File: config.mk
export PLATFORM = sky130hd
export DESIGN_NAME = interrupt_sequencer
export DESIGN_NICKNAME = d
export VERILOG_FILES = /design/src/rtl/interrupt_sequencer.sv
export SDC_FILE = /design/constraint.sdc
export NUM_CORES = 1
export LEC_CHECK = 0
export ABC_AREA = 1
export BUFFER_PORTS_ARGS = -buffer_cell sky130_fd_sc_hd__buf_2
export CAP_MARGIN = 20
export CORE_MARGIN = 10
export CORE_UTILIZATION = 42
export DETAILED_ROUTE_END_ITERATION = 10
export HOLD_SLACK_MARGIN = 0.15
export PLACE_DENSITY = 0.86
export SYNTH_ARGS = -nofsm -noshare
export SYNTH_HDL_FRONTEND = slang
export SYNTH_SLANG_ARGS = --single-unit
File: constraint.sdc
create_clock -name clk -period 1.1 [get_ports clk]
set_input_delay 0.055 -clock clk [delete_from_list [all_inputs] [get_ports clk]]
set_output_delay 0.055 -clock clk [all_outputs]
set_load 0.01 [all_outputs]
File: src/rtl/interrupt_sequencer.sv
`default_nettype none
// ============================================================================
// interrupt_sequencer: merges RESET/NMI/IRQ/BRK into the 8227 opcode stream.
// Optional macro INT_COUNT_EN adds the intCount hardware-service counter.
// Revision: 1.0
// ============================================================================
module interrupt_sequencer #(
  parameter int         SYNC_STAGES = 2,
  parameter logic [5:0] INT_INSTR   = 6'd0,
  parameter logic [3:0] INT_ADDR    = 4'd0,
  parameter logic [5:0] BRK_CODE    = 6'd0
) (
  input  logic       clk,
  input  logic       rst,
  input  logic       enableFFs,
  input  logic       getInstruction,
  input  logic       nmi_n,
  input  logic       irq_n,
  input  logic       iFlag,
  input  logic [5:0] decodedInstruction,
  input  logic [3:0] decodedAddress,
  output logic [5:0] instructionOut,
  output logic [3:0] addressOut,
  output logic [1:0] vectorSel,
  output logic       serviceActive,
  output logic       suppressPC,
  output logic       suppressWrite,
  output logic       bFlag
`ifdef INT_COUNT_EN
  ,
  output logic [7:0] intCount
`endif
);

  typedef enum logic [0:0] {ST_RUN = 1'b0, ST_SERVICE = 1'b1} state_t;
  typedef enum logic [2:0] {
    SRC_NONE  = 3'd0,
    SRC_RESET = 3'd1,
    SRC_NMI   = 3'd2,
    SRC_IRQ   = 3'd3,
    SRC_BRK   = 3'd4
  } src_t;

  logic [SYNC_STAGES-1:0] nmi_sync_q;
  logic [SYNC_STAGES-1:0] irq_sync_q;
  logic                   nmi_prev_q;
  logic                   nmi_edge;
  logic                   irq_req;
  logic                   accept;
  logic                   hw_src;
  src_t                   src;

  state_t     state_q, state_d;
  logic       nmi_pending_q, nmi_pending_d;
  logic       reset_pending_q, reset_pending_d;
  logic [1:0] vector_sel_q, vector_sel_d;
  logic       suppress_pc_q, suppress_pc_d;
  logic       suppress_wr_q, suppress_wr_d;
  logic       bflag_q, bflag_d;

  // Synchronisers and edge detector run every clock so NMI edges survive stalls.
  always_ff @(posedge clk or posedge rst) begin
    if (rst) begin
      nmi_sync_q <= '1;
      irq_sync_q <= '1;
      nmi_prev_q <= 1'b1;
    end else begin
      nmi_sync_q <= {nmi_sync_q[SYNC_STAGES-2:0], nmi_n};
      irq_sync_q <= {irq_sync_q[SYNC_STAGES-2:0], irq_n};
      nmi_prev_q <= nmi_sync_q[SYNC_STAGES-1];
    end
  end

  assign nmi_edge = nmi_prev_q & ~nmi_sync_q[SYNC_STAGES-1];
  assign irq_req  = ~irq_sync_q[SYNC_STAGES-1] & ~iFlag;
  assign accept   = getInstruction & enableFFs;

  always_ff @(posedge clk or posedge rst) begin
    if (rst) begin
      state_q         <= ST_RUN;
      nmi_pending_q   <= 1'b0;
      reset_pending_q <= 1'b1;
      vector_sel_q    <= 2'd0;
      suppress_pc_q   <= 1'b0;
      suppress_wr_q   <= 1'b0;
      bflag_q         <= 1'b0;
    end else begin
      state_q         <= state_d;
      nmi_pending_q   <= nmi_pending_d;
      reset_pending_q <= reset_pending_d;
      vector_sel_q    <= vector_sel_d;
      suppress_pc_q   <= suppress_pc_d;
      suppress_wr_q   <= suppress_wr_d;
      bflag_q         <= bflag_d;
    end
  end

  always_comb begin
    src             = SRC_NONE;
    hw_src          = 1'b0;
    instructionOut  = decodedInstruction;
    addressOut      = decodedAddress;
    state_d         = state_q;
    nmi_pending_d   = nmi_pending_q;
    reset_pending_d = reset_pending_q;
    vector_sel_d    = vector_sel_q;
    suppress_pc_d   = suppress_pc_q;
    suppress_wr_d   = suppress_wr_q;
    bflag_d         = bflag_q;

    if (reset_pending_q)                       src = SRC_RESET;
    else if (nmi_pending_q)                    src = SRC_NMI;
    else if (irq_req)                          src = SRC_IRQ;
    else if (decodedInstruction == BRK_CODE)   src = SRC_BRK;
    hw_src = (src == SRC_RESET) || (src == SRC_NMI) || (src == SRC_IRQ);

    if (accept) begin
      if (hw_src) begin
        instructionOut = INT_INSTR;
        addressOut     = INT_ADDR;
      end
      state_d       = (src == SRC_NONE) ? ST_RUN : ST_SERVICE;
      suppress_pc_d = hw_src;
      suppress_wr_d = (src == SRC_RESET);
      bflag_d       = (src == SRC_BRK);
      case (src)
        SRC_RESET: vector_sel_d = 2'd1;
        SRC_NMI:   vector_sel_d = 2'd2;
        SRC_IRQ,
        SRC_BRK:   vector_sel_d = 2'd3;
        default:   vector_sel_d = 2'd0;
      endcase
      if (src == SRC_RESET) reset_pending_d = 1'b0;
      if (src == SRC_NMI)   nmi_pending_d   = 1'b0;
    end

    // A fresh edge in the accept cycle must not be swallowed by the clear.
    if (nmi_edge) nmi_pending_d = 1'b1;
  end

  assign vectorSel     = vector_sel_q;
  assign serviceActive = (state_q == ST_SERVICE);
  assign suppressPC    = suppress_pc_q;
  assign suppressWrite = suppress_wr_q;
  assign bFlag         = bflag_q;

`ifdef INT_COUNT_EN
  logic [7:0] count_q, count_d;

  always_comb begin
    count_d = count_q;
    if (accept && hw_src && (count_q != 8'hFF)) count_d = count_q + 8'd1;
  end

  always_ff @(posedge clk or posedge rst) begin
    if (rst) count_q <= 8'd0;
    else     count_q <= count_d;
  end

  assign intCount = count_q;
`endif

endmodule
`default_nettype wire

==> results of run 1 <==
## sequential cells by signal (all words and copies together), names as in the netlist
register,flops
nmi_prev_q,1
irq_sync_q,2
bFlag,1
nmi_sync_q,2
serviceActive,1
vectorSel,2
suppressPC,1
reset_pending_q,1
nmi_pending_q,1
suppressWrite,1
## cell usage in the layout (no fill, tap or decap), types with 2 or more instances in the layout
master         count
nand2_2            2
nand2_1           13
nand2_4            2
dlygate4sd3_1      5
inv_2              2
buf_2             32
dfstp_2            6
inv_1             16
nand3_1            2
dfrtp_1            7
nor2_1            19
clkbuf_4           3
## power by group
part	switching, mW	total (mW)	internal [mW]
registers	0.0189	0.543	0.524
clock network	0.146	0.287	0.141
logic	0.141	0.257	0.117
total	0.306	1.09	0.781
## critical path, delay by kind of cell, from the launching register on
kind | cells | cell delay [ps]
AND/OR/NAND/NOR | 4 | 310
flip-flops | 1 | 540
buffers and inverters | 3 | 220
## per-layer routing
layer	global-route usage [%]	vias up	part of all wire, %
met3	5.88	3	14
met2	13.7	33	42
met5	0	-	0
met4	5.03	0	1.6
met1	9.33	265	42
li1	-	308	-
## repair_timing
item                                   in CTS  in global routing
hold buffers                                5                  0
resized for setup                           1                  8
setup endpoints to repair                  10                 12
buffers inserted                            1                  1
endpoints found under the hold margin      20                  0
pin swaps                                   1                  2
## worst min path at each step
stage              start            end  slack (ps)  cells after the start
2_1_floorplan        rst          bFlag         -70                      1
3_3_place_gp         rst  serviceActive          80                      2
3_5_place_dp         rst  serviceActive          90                      2
4_1_cts        enableFFs   vectorSel[0]         160                      5
5_1_grt        enableFFs   vectorSel[0]         180                      5
6_report       enableFFs   vectorSel[0]         160                      5
## cell type report
type	instances	share of cell area, %
Tap cell	15	2.09
Timing Repair Buffer	39	25.5
Inverter	20	9.18
Multi-Input combinational cell	45	23.4
Clock buffer	4	2.92
Sequential cell	13	37.0
## through the flow
step	cell area [µm²]	setup WS [ps]
3_5_place_dp	792	-30.3
3_3_place_gp	792	5.97
6_report	900	-300
2_1_floorplan	606	74.5
5_1_grt	900	-387
4_1_cts	878	-318
## cells by family (layout without fill, tap and decap cells)
group           after synthesis  count (layout)
compound gates                3               3
simple gates                 42              42
buf+inv                      20              63
flops                        13              13
==> metrics.csv, run 1 <==
stage;metric;value;unit
sta;final worst path period share;127;%
setup_path;crit path launch;irq_sync_q[1];
pwr;Pleak;0.542;nW
clock_tree;H-tree depth;1;
global_routing;initial antenna violation count;0;
sta;Max Clock Skew;1.16;ps
sta;max-slew violations;0;
synthesis;EDFF count, synth;0;
drt;drt via density;4.48;
synthesis;largest family of logic cells by synthesized area;simple AND/OR/NAND/NOR gates;
job;max-cap violations;0;
pwr;total power;1.09;mW
drt;routed len/inst;11.5;µm
sta;# setup viols final;10;
global_routing;vias in the first global route;576;
setup_path;CP arrival;1350;ps
synthesis;count leader, synth;nor2_1;
setup_path;Slowest cell on crit path;dfstp_2;
drt;DR pass1 iterations;4;
sta;maximum clock rate;0.714;GHz
global_routing;largest net degree at the start of global routing;14;
cells_and_area;Core Util, Final;67.4;%
cells_and_area;layout cells sized above 1;43.8;%
pwr;Peak VDD IR;0.000766;V
sta;min setup slack post-route;-300;ps
setup_path;critical path startpoint category;register;
cells_and_area;Syn-to-layout area delta;48.6;%
synthesis;Simple-Gate Fraction of Synth Area;29.1;%
die;Die Area;0.00336;mm²
sta;measured slew at the worst slew-check pin;452;ps
drt;Routed WL;1560;µm
run_status;failing checks;negative setup slack;
placed_design;HPWL after detailed placement;1200;µm
setup_path;RR Endpoint;bFlag;
synthesis;multiplexer share of the synthesized area;0;%
clock_tree;clk buf depth;2;
global_routing;first-pass GRT wire length;2390;µm
clock_tree;TritonCTS Buffers;3;
die;Die Span Y;58.0;µm
synthesis;Synth async-reset ratio;100;%
clock_tree;worst skew pair latency;270;ps
global_routing;Overflow after GRT;0;
sta;Max transition margin;69.8;%
die;Die W;58.0;µm
min_path;worst hold path class;primary input to register;
drt;DR vias;609;
drt;Antenna Nets Post-Route;0;
synthesis;synth unique cells;14;
cells_and_area;multi-input gate area in the final layout;210;µm²
pwr;Power Dens Cells;1210;mW/mm²
sta;Final Hold Slack;160;ps
run_status;status;finished, violations left;
clock_tree;clk slew on worst S/H paths;70;ps
die;Core Box Area;0.00133;mm²
cells_and_area;Reg area;333;µm²
clock_tree;Root Driver;clkbuf_4;
setup_path;crit path to;addressOut[3];
placed_design;routability congestion estimate;0.746;
synthesis;post-synthesis compound-gate area fraction;2.69;%
sta;final hold violations;0;
cells_and_area;Filler cells;120;
die;Rows;13;
synthesis;sequential share of the synthesized area;55.0;%
drt;1st-iter DRT viols;2;
setup_path;Req. time, crit path;1040;ps
cells_and_area;Inserted Diodes;0;
cells_and_area;Final Non-Filler Cells;136;
setup_path;Critical Path End Type;output pin;
synthesis;prevailing post-synth register cell;dfrtp_1;
die;Initial Util;45.4;%
die;Top Ports;33;
setup_path;FF-to-FF path depth;7;
synthesis;Post-synth top cells;nor2_1 (20), inv_1 (18), nand2_1 (15), dfrtp_1 (7), dfstp_2 (6);
setup_path;CP max FO;10;
synthesis;net count after synthesis;95;
sta;final worst path period need;1400;ps
setup_path;critical path class;register to output pin;
synthesis;Synth Area in Adders;0;%
synthesis;post-synthesis sequential element count;13;
sta;setup TNS;-2900;ps
synthesis;Syn. warnings;0;
clock_tree;Num Clock Sinks;13;
drt;DRC viols;0;
placed_design;DP Cell Count;126;
cells_and_area;Nets;139;
synthesis;share of the synthesized area in the top cell type;28.9;%
setup_path;crit-path cells;inv_2 > nand2_2 > nand3_2 > nand2_4 > inv_6 > nor2_1 > buf_2;
placed_design;I/O Buffers;32;
setup_path;Crit path largest cell delay;540;ps
synthesis;Synth Area in XOR/XNOR;0;%
synthesis;Syn Area/Cell;7.76;µm²
synthesis;Mapped Area;606;µm²
synthesis;Cells after Synth;78;
synthesis;largest area contributor in the netlist;dfrtp_1;
setup_path;worst reg2reg setup slack;20;ps
global_routing;Tot GR Track Use;9.05;%
synthesis;top post-synthesis cells by area;dfrtp_1 (29%), dfstp_2 (26%), nor2_1 (12%);
setup_path;RR Startpoint;irq_sync_q[1];
clock_tree;CTS tree;built;
sta;RSZ-0062 raised after global routing;true;
(Power assumes the default switching activity.)
==> run 2, diff against run 1 <==
Settings changed: ABC_AREA 1 to 0, CORE_UTILIZATION 42 to 41, PLACE_DENSITY 0.86 to 0.85.
==> run 2 against run 1 <==
Register-to-register slack worse by 120 ps. Sequential share of layout area decreased by 4.2 points. Critical path depth down 2. Final cell count fell by 14%. Highest routed layer is now met3. The run still ends with negative setup slack left. Worst hold slack improved by 20 ps. Clock skew is 0.79 ps higher. Area after synthesis fell by 5.0%. Routed wire length is 20% higher.
==> metrics.csv, run 2 <==
stage;metric;value;unit;change
run_status;status;finished, violations left;;unchanged
run_status;failing checks;negative setup slack;;unchanged
synthesis;EDFF count, synth;0;;unchanged
synthesis;post-synthesis sequential element count;13;;unchanged
global_routing;M3 GR Usage;5.53;%;was 5.88%
pwr;Peak VDD IR;0.000767;V;was 0.000766 V
drt;DR pass1 iterations;4;;unchanged
placed_design;HPWL after detailed placement;1210;µm;was 1200 µm
die;Rows;13;;unchanged
global_routing;first-pass GRT wire length;2730;µm;was 2390 µm
drt;DR vias;575;;was 609
cells_and_area;Inserted Diodes;0;;unchanged
cells_and_area;most frequent cells in the layout;buf_2 (24), buf_6 (11), and2_4 (8), dlygate4sd3_1 (8), dfrtp_1 (7);;was buf_2 (32), nor2_1 (19), inv_1 (16), nand2_1 (13), dfrtp_1 (7)
sta;setup TNS;-4370;ps;was -2900 ps
global_routing;Overflow after GRT;0;;unchanged
cells_and_area;multi-input gate area in the final layout;282;µm²;was 210 µm²
synthesis;Synth Area in XOR/XNOR;0;%;unchanged
global_routing;Tot GR Track Use;9.98;%;was 9.05%
drt;drt via density;4.91;;was 4.48
drt;DRC viols;0;;unchanged
synthesis;synth unique cells;19;;was 14
setup_path;critical path class;register to output pin;;unchanged
sta;Final Hold Slack;180;ps;was 160 ps
synthesis;prevailing post-synth register cell;dfrtp_1;;unchanged
drt;1st-iter DRT viols;4;;was 2
cells_and_area;layout cells sized above 1;63.7;%;was 43.8%
synthesis;Simple-Gate Fraction of Synth Area;29.1;%;about the same
synthesis;top post-synthesis cells by area;dfrtp_1 (30%), dfstp_2 (27%), and2_1 (12%);;was dfrtp_1 (29%), dfstp_2 (26%), nor2_1 (12%)
synthesis;largest family of logic cells by synthesized area;simple AND/OR/NAND/NOR gates;;unchanged
min_path;worst hold path class;primary input to register;;unchanged
synthesis;Cells after Synth;53;;was 78
clock_tree;clk buf depth;2;;unchanged
sta;maximum clock rate;0.655;GHz;was 0.714 GHz
setup_path;Req. time, crit path;1040;ps;about the same
sta;min setup slack post-route;-427;ps;was -300 ps
clock_tree;CTS tree;built;;unchanged
global_routing;gr busiest metal;met2;;unchanged
synthesis;Post-synth top cells;and2_1 (11), dfrtp_1 (7), dfstp_2 (6), nand2_1 (5);;was nor2_1 (20), inv_1 (18), nand2_1 (15), dfrtp_1 (7), dfstp_2 (6)
clock_tree;Root Driver;clkbuf_4;;unchanged
cells_and_area;Reg area;333;µm²;unchanged
die;Top Ports;33;;unchanged
clock_tree;worst skew pair latency;260;ps;was 270 ps
die;Die Span Y;57.5;µm;was 58.0 µm
sta;measured slew at the worst slew-check pin;450;ps;was 452 ps
global_routing;largest net degree at the start of global routing;14;;unchanged
global_routing;initial antenna violation count;0;;unchanged
synthesis;Syn. warnings;0;;unchanged
sta;# setup viols final;14;;was 10
pwr;total power;1.13;mW;was 1.09 mW
drt;Antenna Nets Post-Route;0;;unchanged
sta;RSZ-0062 raised after global routing;true;;unchanged
setup_path;critical path startpoint category;register;;unchanged
synthesis;share of the synthesized area in the top cell type;30.4;%;was 28.9%
pwr;Pleak;0.486;nW;was 0.542 nW
synthesis;Synth Area in Adders;0;%;unchanged
synthesis;sequential share of the synthesized area;57.8;%;was 55.0%
setup_path;Critical Path End Type;output pin;;unchanged
synthesis;Mapped Area;576;µm²;was 606 µm²
synthesis;Synth async-reset ratio;100;%;unchanged
placed_design;I/O Buffers;32;;unchanged
setup_path;CP arrival;1470;ps;was 1350 ps
placed_design;routability congestion estimate;0.686;;was 0.746
job;max-cap violations;0;;unchanged
cells_and_area;Syn-to-layout area delta;76.3;%;was 48.6%
die;Initial Util;43.7;%;was 45.4%
sta;max-slew violations;0;;unchanged
cells_and_area;Filler cells;77;;was 120
global_routing;vias in the first global route;565;;was 576
cells_and_area;most common cell after layout, fill and taps aside;buf_2;;unchanged
synthesis;Syn Area/Cell;10.9;µm²;was 7.76 µm²
die;Die Area;0.00330;mm²;was 0.00336 mm²
die;Die W;57.5;µm;was 58.0 µm
clock_tree;H-tree depth;1;;unchanged
synthesis;largest area contributor in the netlist;dfrtp_1;;unchanged
synthesis;multiplexer share of the synthesized area;0;%;unchanged
pwr;Power Dens Cells;1110;mW/mm²;was 1210 mW/mm²
clock_tree;TritonCTS Buffers;3;;unchanged
clock_tree;clk slew on worst S/H paths;70;ps;about the same
drt;routed len/inst;16.0;µm;was 11.5 µm
synthesis;count leader, synth;and2_1;;was nor2_1
sta;final worst path period share;139;%;was 127%
synthesis;post-synthesis compound-gate area fraction;9.78;%;was 2.69%
sta;Max Clock Skew;1.95;ps;was 1.16 ps
cells_and_area;Nets;120;;was 139
clock_tree;Num Clock Sinks;13;;unchanged
die;Core Box Area;0.00132;mm²;was 0.00133 mm²
setup_path;CP max FO;8;;was 10
drt;Routed WL;1870;µm;was 1560 µm
sta;Max transition margin;70.0;%;was 69.8%
global_routing;met2 Resource Use GR;16.1;%;was 13.7%
synthesis;net count after synthesis;70;;was 95
sta;final hold violations;0;;unchanged
global_routing;grt met1 use;10.5;%;was 9.33%
sta;final worst path period need;1530;ps;was 1400 ps
## run 2: cell types whose count changed after synthesis, moves of 2 or more
cell     delta
inv_4       -2
nor4_2      +2
a21oi_1     +2
o21ai_1     +2
inv_1      -16
nor3_1      +2
and2_1     +11
nand2_1    -10
nor2_1     -17
nand3_1     -2
## run 2: layout make-up
type,instances,share of cell area [%]
clock inverters,1,0.493
flip-flops and latches,13,32.8
multi-input cells,37,27.7
well taps,15,1.85
repair buffers,46,34.2
clock buffers,3,2.22
inverters,2,0.740
## run 2: worst max-delay path, cell delays in order, from the launching register on
cell and delay [ps]:
dfstp_2 550, nor2_4 40, o31ai_4 230, buf_6 150, and2_1 110, buf_2 120
## run 2: worst paths after layout
kind | start | endpoint | slack [ps] | depth (start not counted)
setup reg to reg | irq_sync_q[1] | suppressPC | -100 | 5
hold reg to reg | irq_sync_q[0] | irq_sync_q[1] | 360 | 0
min in group asynchronous | rst | vectorSel[1] | 330 | 3
max in group asynchronous | rst | irq_sync_q[1] | 430 | 3
setup / recovery | irq_sync_q[1] | instructionOut[4] | -430 | 5
hold / removal | decodedInstruction[4] | bFlag | 180 | 3
## run 2: timing repair
action	in CTS	in global routing
buffers inserted	1	0
endpoints found under the setup margin	12	15
hold buffers	8	0
resized for setup	3	22
pin swaps	5	7
hold endpoints to repair	19	0
## run 2: cells by family (layout without fill, tap and decap cells)
| kind of cell | count (synthesis) | count (layout) |
|---|---|---|
| buffers and inverters | 3 | 52 |
| and+or+nand+nor | 28 | 28 |
| DFF | 13 | 13 |
| AOI/OAI and AO/OA | 9 | 9 |
## run 2: metrics by stage
step           instance area [µm²]  setup WS (ps)  util [%]  std cells
2_1_floorplan                  581          -26.5         -         53
3_3_place_gp                   786           -109      59.6        104
3_5_place_dp                   786           -134      59.6        104
4_1_cts                        918           -433      69.7        117
5_1_grt                       1010           -491      77.0        117
6_report                      1010           -427      77.0        117
## run 2: power breakdown
group	total (mW)	internal, mW	switching [mW]
clock network	0.275	0.134	0.141
logic	0.313	0.172	0.141
registers	0.540	0.521	0.0196
## run 2: metal layers
layer  vias to the layer above  wire length [µm]
li1                        276                 -
met1                       271               681
met2                        28               992
met3                         0               201
met4                         0                 0
met5                         -                 0
